<file path="config.mk">
export PLATFORM = sky130hd
export DESIGN_NAME = ext_rr_arbiter
export DESIGN_NICKNAME = d
export VERILOG_FILES = /design/src/rtl/ext_arb_pkg.sv /design/src/rtl/ext_rr_arbiter_rr_pick.sv /design/src/rtl/ext_rr_arbiter.sv
export SDC_FILE = /design/constraint.sdc
export NUM_CORES = 1
export LEC_CHECK = 0
export ABC_AREA = 1
export CAP_MARGIN = 20
export CORE_MARGIN = 4
export CORE_UTILIZATION = 39
export DETAILED_ROUTE_END_ITERATION = 10
export PLACE_DENSITY = 0.78
export SYNTH_ARGS = -nofsm -noshare
export SYNTH_HDL_FRONTEND = slang
export SYNTH_HIERARCHICAL = 1
export SYNTH_SLANG_ARGS = --single-unit
</file>
<file path="constraint.sdc">
create_clock -name clk -period 2.5 [get_ports clk]
set_clock_uncertainty 0.05 [all_clocks]
set_input_delay 0.5 -clock clk [delete_from_list [all_inputs] [get_ports clk]]
set_output_delay 0.5 -clock clk [all_outputs]
set_load 0.03 [all_outputs]
</file>
<file path="src/rtl/ext_arb_pkg.sv">
// ----------------------------------------------------------------------------
// ext_arb_pkg: shared types and widths for the extend-unit arbiter.
// Rev 1.0
// ----------------------------------------------------------------------------
`default_nettype none

package ext_arb_pkg;
   localparam int IMM_W  = 16;
   localparam int DATA_W = 32;

   typedef enum logic [1:0] {
      IDLE = 2'd0,
      EXT  = 2'd1,
      RESP = 2'd2
   } state_e;
endpackage

`default_nettype wire

</file>
<file path="src/rtl/ext_rr_arbiter_rr_pick.sv">
// ----------------------------------------------------------------------------
// ext_rr_arbiter_rr_pick: combinational round-robin search from a pointer.
// Rev 1.0
// ----------------------------------------------------------------------------
`default_nettype none

module ext_rr_arbiter_rr_pick #(
   parameter int N_REQ = 4,
   parameter int ID_W  = 2
) (
   input  logic [N_REQ-1:0] valid_i,
   input  logic [ID_W-1:0]  ptr_i,
   output logic [N_REQ-1:0] gnt_o,
   output logic [ID_W-1:0]  idx_o,
   output logic             any_o
);
   logic [ID_W:0] cand;
   logic          found;

   always_comb begin
      gnt_o = '0;
      idx_o = '0;
      found = 1'b0;
      cand  = '0;
      for (int k = 0; k < N_REQ; k++) begin
         // Wrap the candidate index back into 0..N_REQ-1.
         cand = {1'b0, ptr_i} + (ID_W+1)'(k);
         if (cand >= (ID_W+1)'(N_REQ))
            cand = cand - (ID_W+1)'(N_REQ);
         if (!found && valid_i[cand[ID_W-1:0]]) begin
            found                   = 1'b1;
            gnt_o[cand[ID_W-1:0]]   = 1'b1;
            idx_o                   = cand[ID_W-1:0];
         end
      end
      any_o = found;
   end
endmodule

`default_nettype wire

</file>
<file path="src/rtl/ext_rr_arbiter.sv">
// ----------------------------------------------------------------------------
// ext_rr_arbiter: round-robin sharing of one immediate-extend unit.
// Rev 1.0
// ----------------------------------------------------------------------------
`default_nettype none

module ext_rr_arbiter
   import ext_arb_pkg::*;
#(
   parameter int N_REQ = 4,
   parameter int ID_W  = 2
) (
   input  logic                   clk,
   input  logic                   rst_n,
   input  logic [N_REQ-1:0]       req_valid_i,
   output logic [N_REQ-1:0]       req_ready_o,
   input  logic [IMM_W*N_REQ-1:0] req_imm_i,
   input  logic [N_REQ-1:0]       req_sext_i,
   output logic [IMM_W-1:0]       ext_a_o,
   output logic                   ext_sext_o,
   input  logic [DATA_W-1:0]      ext_b_i,
   output logic                   rsp_valid_o,
   input  logic                   rsp_ready_i,
   output logic [DATA_W-1:0]      rsp_data_o,
   output logic [ID_W-1:0]        rsp_id_o,
   output logic [15:0]            xfer_cnt_o
);
   state_e               state_q, state_d;
   logic [ID_W-1:0]      rr_ptr_q;
   logic [IMM_W-1:0]     a_q;
   logic                 sext_q;
   logic [ID_W-1:0]      id_q;
   logic                 rsp_valid_q;
   logic [DATA_W-1:0]    rsp_data_q;
   logic [ID_W-1:0]      rsp_id_q;
   logic [15:0]          cnt_q;

   logic [N_REQ-1:0]     pick_gnt;
   logic [ID_W-1:0]      pick_idx;
   logic                 pick_any;
   logic [IMM_W-1:0]     win_imm;
   logic                 win_sext;
   logic [ID_W-1:0]      ptr_next;

   ext_rr_arbiter_rr_pick #(
      .N_REQ (N_REQ),
      .ID_W  (ID_W)
   ) u_pick (
      .valid_i (req_valid_i),
      .ptr_i   (rr_ptr_q),
      .gnt_o   (pick_gnt),
      .idx_o   (pick_idx),
      .any_o   (pick_any)
   );

   always_comb begin
      win_imm  = '0;
      win_sext = 1'b0;
      for (int i = 0; i < N_REQ; i++) begin
         if (pick_gnt[i]) begin
            win_imm  = req_imm_i[i*IMM_W +: IMM_W];
            win_sext = req_sext_i[i];
         end
      end
   end

   assign ptr_next = (id_q == ID_W'(N_REQ-1)) ? '0 : id_q + 1'b1;

   always_ff @(posedge clk or negedge rst_n) begin
      if (!rst_n) state_q <= IDLE;
      else        state_q <= state_d;
   end

   always_comb begin
      state_d     = state_q;
      req_ready_o = '0;
      case (state_q)
         IDLE: begin
            req_ready_o = pick_gnt;
            if (pick_any) state_d = EXT;
         end
         EXT:  state_d = RESP;
         RESP: if (rsp_valid_q && rsp_ready_i) state_d = IDLE;
         default: state_d = IDLE;
      endcase
   end

   // Operand, response and pointer registers; reset drops any transaction in flight.
   always_ff @(posedge clk or negedge rst_n) begin
      if (!rst_n) begin
         rr_ptr_q    <= '0;
         a_q         <= '0;
         sext_q      <= 1'b0;
         id_q        <= '0;
         rsp_valid_q <= 1'b0;
         rsp_data_q  <= '0;
         rsp_id_q    <= '0;
         cnt_q       <= '0;
      end else begin
         case (state_q)
            IDLE: if (pick_any) begin
               a_q    <= win_imm;
               sext_q <= win_sext;
               id_q   <= pick_idx;
            end
            EXT: begin
               rsp_data_q  <= ext_b_i;
               rsp_id_q    <= id_q;
               rsp_valid_q <= 1'b1;
            end
            RESP: if (rsp_valid_q && rsp_ready_i) begin
               rsp_valid_q <= 1'b0;
               cnt_q       <= cnt_q + 16'd1;
               rr_ptr_q    <= ptr_next;
            end
            default: ;
         endcase
      end
   end

   assign ext_a_o     = a_q;
   assign ext_sext_o  = sext_q;
   assign rsp_valid_o = rsp_valid_q;
   assign rsp_data_o  = rsp_data_q;
   assign rsp_id_o    = rsp_id_q;
   assign xfer_cnt_o  = cnt_q;
endmodule

`default_nettype wire

</file>
==> out/metrics.csv <==
stage;metric;value;unit
power;ir_drop;0.6677;mV
placed_design;pre_cts_slack;-234.0;ps
drt;firstDrtPassIters;7;
floorplanning;initial_utilization;40.02;%
power;p_per_area;1514;nW/µm²
job;max_cap_violations;0;
cells_and_area;area_growth;60.54;%
timing;min_period;2553;ps
timing;period_share;102.1;%
clocking;cts.sinks;74;
timing;fmax;0.3917;GHz
grt;use_met2;36.57;%
synth;ys_seq_elements;74;
worst_setup_path;crit_arrival;2000;ps
clocking;ctsHoldBuffers;0;
synth;synth.area.top_cells;dfrtp_1 45%, nand2_1 10%, a21oi_1 7.0%, mux2_4 5.1%, mux2_2 4.9%;
timing;fin_ws;-53.13;ps
synth;yosysWarnings;6;
drt;post-route-drc-count;0;
floorplanning;ios;179;
clocking;insertion_delay;340;ps
clocking;cts-root-buf;clkbuf_8;
clocking;clk_pin_slew;90;ps
cells_and_area;num_antenna_cells;0;
drt;wl_per_cell;16.28;µm
timing;setup_violations;2;
placed_design;dpl.hpwl;9600;µm
grt;grt_max_degree;46;
worst_setup_path;startpoint_type;flip-flop;
timing;tightestPinTransition;634.1;ps
synth;syn_area_per_cell;8.828;µm²
grt;grt-busiest-layer;met2;
hold_path;hp-class;input port to asynchronous set/reset pin;
cells_and_area;layout-drive-gt1-share;21.49;%
timing;timing.hold.ws;49.45;ps
grt;grt_pass1_vias;4243;
grt;grt-ovfl-total;0;
synth;synth_cell_types;34;
synth;synth_top_cell_by_area;dfrtp_1;
drt;drtIter0Drc;204;
cells_and_area;multi_input_area;2150;µm²
grt;grt_use_met3;6.277;%
grt;track_usage;20.64;%
worst_setup_path;critPathRequiredTime;1950;ps
synth;synth_cells;468;
clocking;cts_tree;done;
timing;finalHoldViolations;0;
worst_setup_path;rr_endpoint;ext_a_o[15]$_DFFE_PN0P_;
worst_setup_path;path_class;flip-flop to output pin;
floorplanning;die_area;12300;µm²
outcome;status;finished with violations;
placed_design;placed_area;6146;µm²
floorplanning;die_h;110.9;µm
placed_design;globalplace.congestion;0.8746;
drt;via_per_inst;5.102;
timing;rsz0062_at_grt;yes;
cells_and_area;post-route-util;64.25;%
synth;netlist_area;4131;µm²
clocking;cts_htree_levels;3;
timing;relSlewSlack;57.58;%
grt;antenna_found_initial;0;
synth;synth_top_area_share;44.82;%
cells_and_area;final_area;6633;µm²
cells_and_area;regArea;1854;µm²
grt;grtUsageMet1;23.93;%
worst_setup_path;rr_worst_depth;14;
cells_and_area;fill_cells;868;
floorplanning;row_count;37;
outcome;violations;setup timing;
timing;tns;-70.52;ps
drt;wirelength;13350;µm
cells_and_area;nets;793;
timing;timing_max_transition_violations_final;0;
drt;via_count;4184;
synth;ys_seq_area_share;44.82;%
floorplanning;fp.dieW;110.9;µm
placed_design;portBuffers;178;
clocking;cts_buffers;9;
clocking;cts_buffer_depth;2;
worst_setup_path;critPathMaxFanout;9;
drt;detail-route-antenna-nets;0;
floorplanning;fp.coreArea;10320;µm²
worst_setup_path;timing.rr.start;rr_ptr_q[0]$_DFFE_PN0P_;
power;leakagePower;0.002936;µW
grt;grt_first_pass_wirelength;20730;µm
synth;synth.net_count;582;
worst_setup_path;rrSetupSlack;120;ps
worst_setup_path;end_kind;output pin;
## layout by cell type (no fill, tap or decap), drive strengths merged
master | netlist | final
o21ai | 13 | 13
clkinvlp | 0 | 1
o211ai | 17 | 17
nand3b | 1 | 1
mux2 | 32 | 32
nand2 | 125 | 125
o31ai | 1 | 1
nor2 | 43 | 45
a21oi | 58 | 58
clkinv | 1 | 2
xnor2 | 2 | 2
clkbuf | 1 | 10
inv | 32 | 34
nor3 | 1 | 1
nand4 | 12 | 12
xor2 | 5 | 5
nand3 | 21 | 21
buf | 18 | 44
dlygate4sd2 | 0 | 4
clkdlybuf4s50 | 0 | 169
bufinv | 0 | 2
ha | 7 | 7
dfrtp | 74 | 74
a21boi | 4 | 4
## repair_timing
item	CTS	global route
pin swaps	9	16
setup endpoints to repair	4	21
gates cloned	1	1
gates resized for setup	30	13
endpoints found under the hold margin	0	0
buffers inserted	10	8
## metal layers
layer	up-vias	part of all wire [%]
li1	1987	-
met1	1964	38
met2	203	51
met3	30	9.1
met4	0	2.1
met5	-	0
## worst max-delay path: stages, from the launching register on
cell and delay [ps]:
dfrtp_2 440, buf_6 160, nand2_2 100, nand3_4 110, buf_4 160, a21boi_0 230, a21oi_1 90, nand3_2 110
inv_4 40, nor2_4 80, buf_6 140
## cells by family (layout without fill, tap and decap cells)
group	Yosys count	in the layout	synth area share (%)
AND/OR/NAND/NOR	203	205	22.26
AO/OA/AOI/OAI	93	93	12.60
flip-flops	74	74	44.82
buffers and inverters	52	266	6.723
multiplexers	32	32	9.994
adder cells (fa/ha/maj)	7	7	2.120
XOR/XNOR	7	7	1.484
## state kept, by name (all words and copies together), names as in the netlist
signal and count:
rsp_data_o 32, ext_a_o 16, xfer_cnt_o 16, id_q 2, rr_ptr_q 2, rsp_id_o 2
state_q 2, ext_sext_o 1, rsp_valid_o 1
## final cells by class
cell class	instances	share of cell area, %
clock buffer	10	1.924
tap	136	2.566
inverter	33	2.056
sequential	74	27.96
clock inverter	6	1.358
multi-input combinational	344	32.41
timing repair buffer	217	31.73
## stage by stage
step / std cells / power [µW]
final: 820 / 10040
after floorplan: 468 / 6288
after global routing: 820 / 10740
after CTS: 811 / 9773
after global placement: 784 / 8198
after detailed placement: 784 / 8370
## power by group
group	internal [µW]	switching [µW]
combinational	2960	3870
sequential	1770	406
clock	566	470
total	5290	4740
## how the worst max path moves through the flow
stage / cells after the start / startpoint / to / slack (ps)
6_report: 10 / rr_ptr_q[0]$_DFFE_PN0P_ / req_ready_o[3] / -50
5_1_grt: 12 / rr_ptr_q[0]$_DFFE_PN0P_ / req_ready_o[2] / -160
4_1_cts: 11 / rr_ptr_q[0]$_DFFE_PN0P_ / req_ready_o[3] / -20
3_5_place_dp: 14 / req_valid_i[1] / ext_a_o[15]$_DFFE_PN0P_ / -230
3_3_place_gp: 12 / req_valid_i[3] / req_ready_o[1] / -100
2_1_floorplan: 13 / rr_ptr_q[0]$_DFFE_PN0P_ / req_ready_o[3] / -20
## synth_stat cells
master	number
o211ai_1	17
a21boi_0	4
nor2_2	2
nand3_4	1
nor3_4	1
nand3_2	1
nand2_4	1
o21ai_1	1
nand4_2	1
nor2_4	1
nor2_8	1
xor2_1	5
inv_1	28
clkinv_1	1
nand3b_1	1
o21ai_0	12
o31ai_1	1
nand4_1	11
dfrtp_1	74
xnor2_1	2
buf_6	6
clkbuf_1	1
mux2_4	14
nor2_1	39
nand3_1	19
ha_1	7
nand2_2	10
buf_4	3
a21oi_1	58
nand2_1	114
inv_2	4
mux2_2	18
buf_12	1
buf_2	8
No activity file was read; power rests on OpenSTA's default activity.
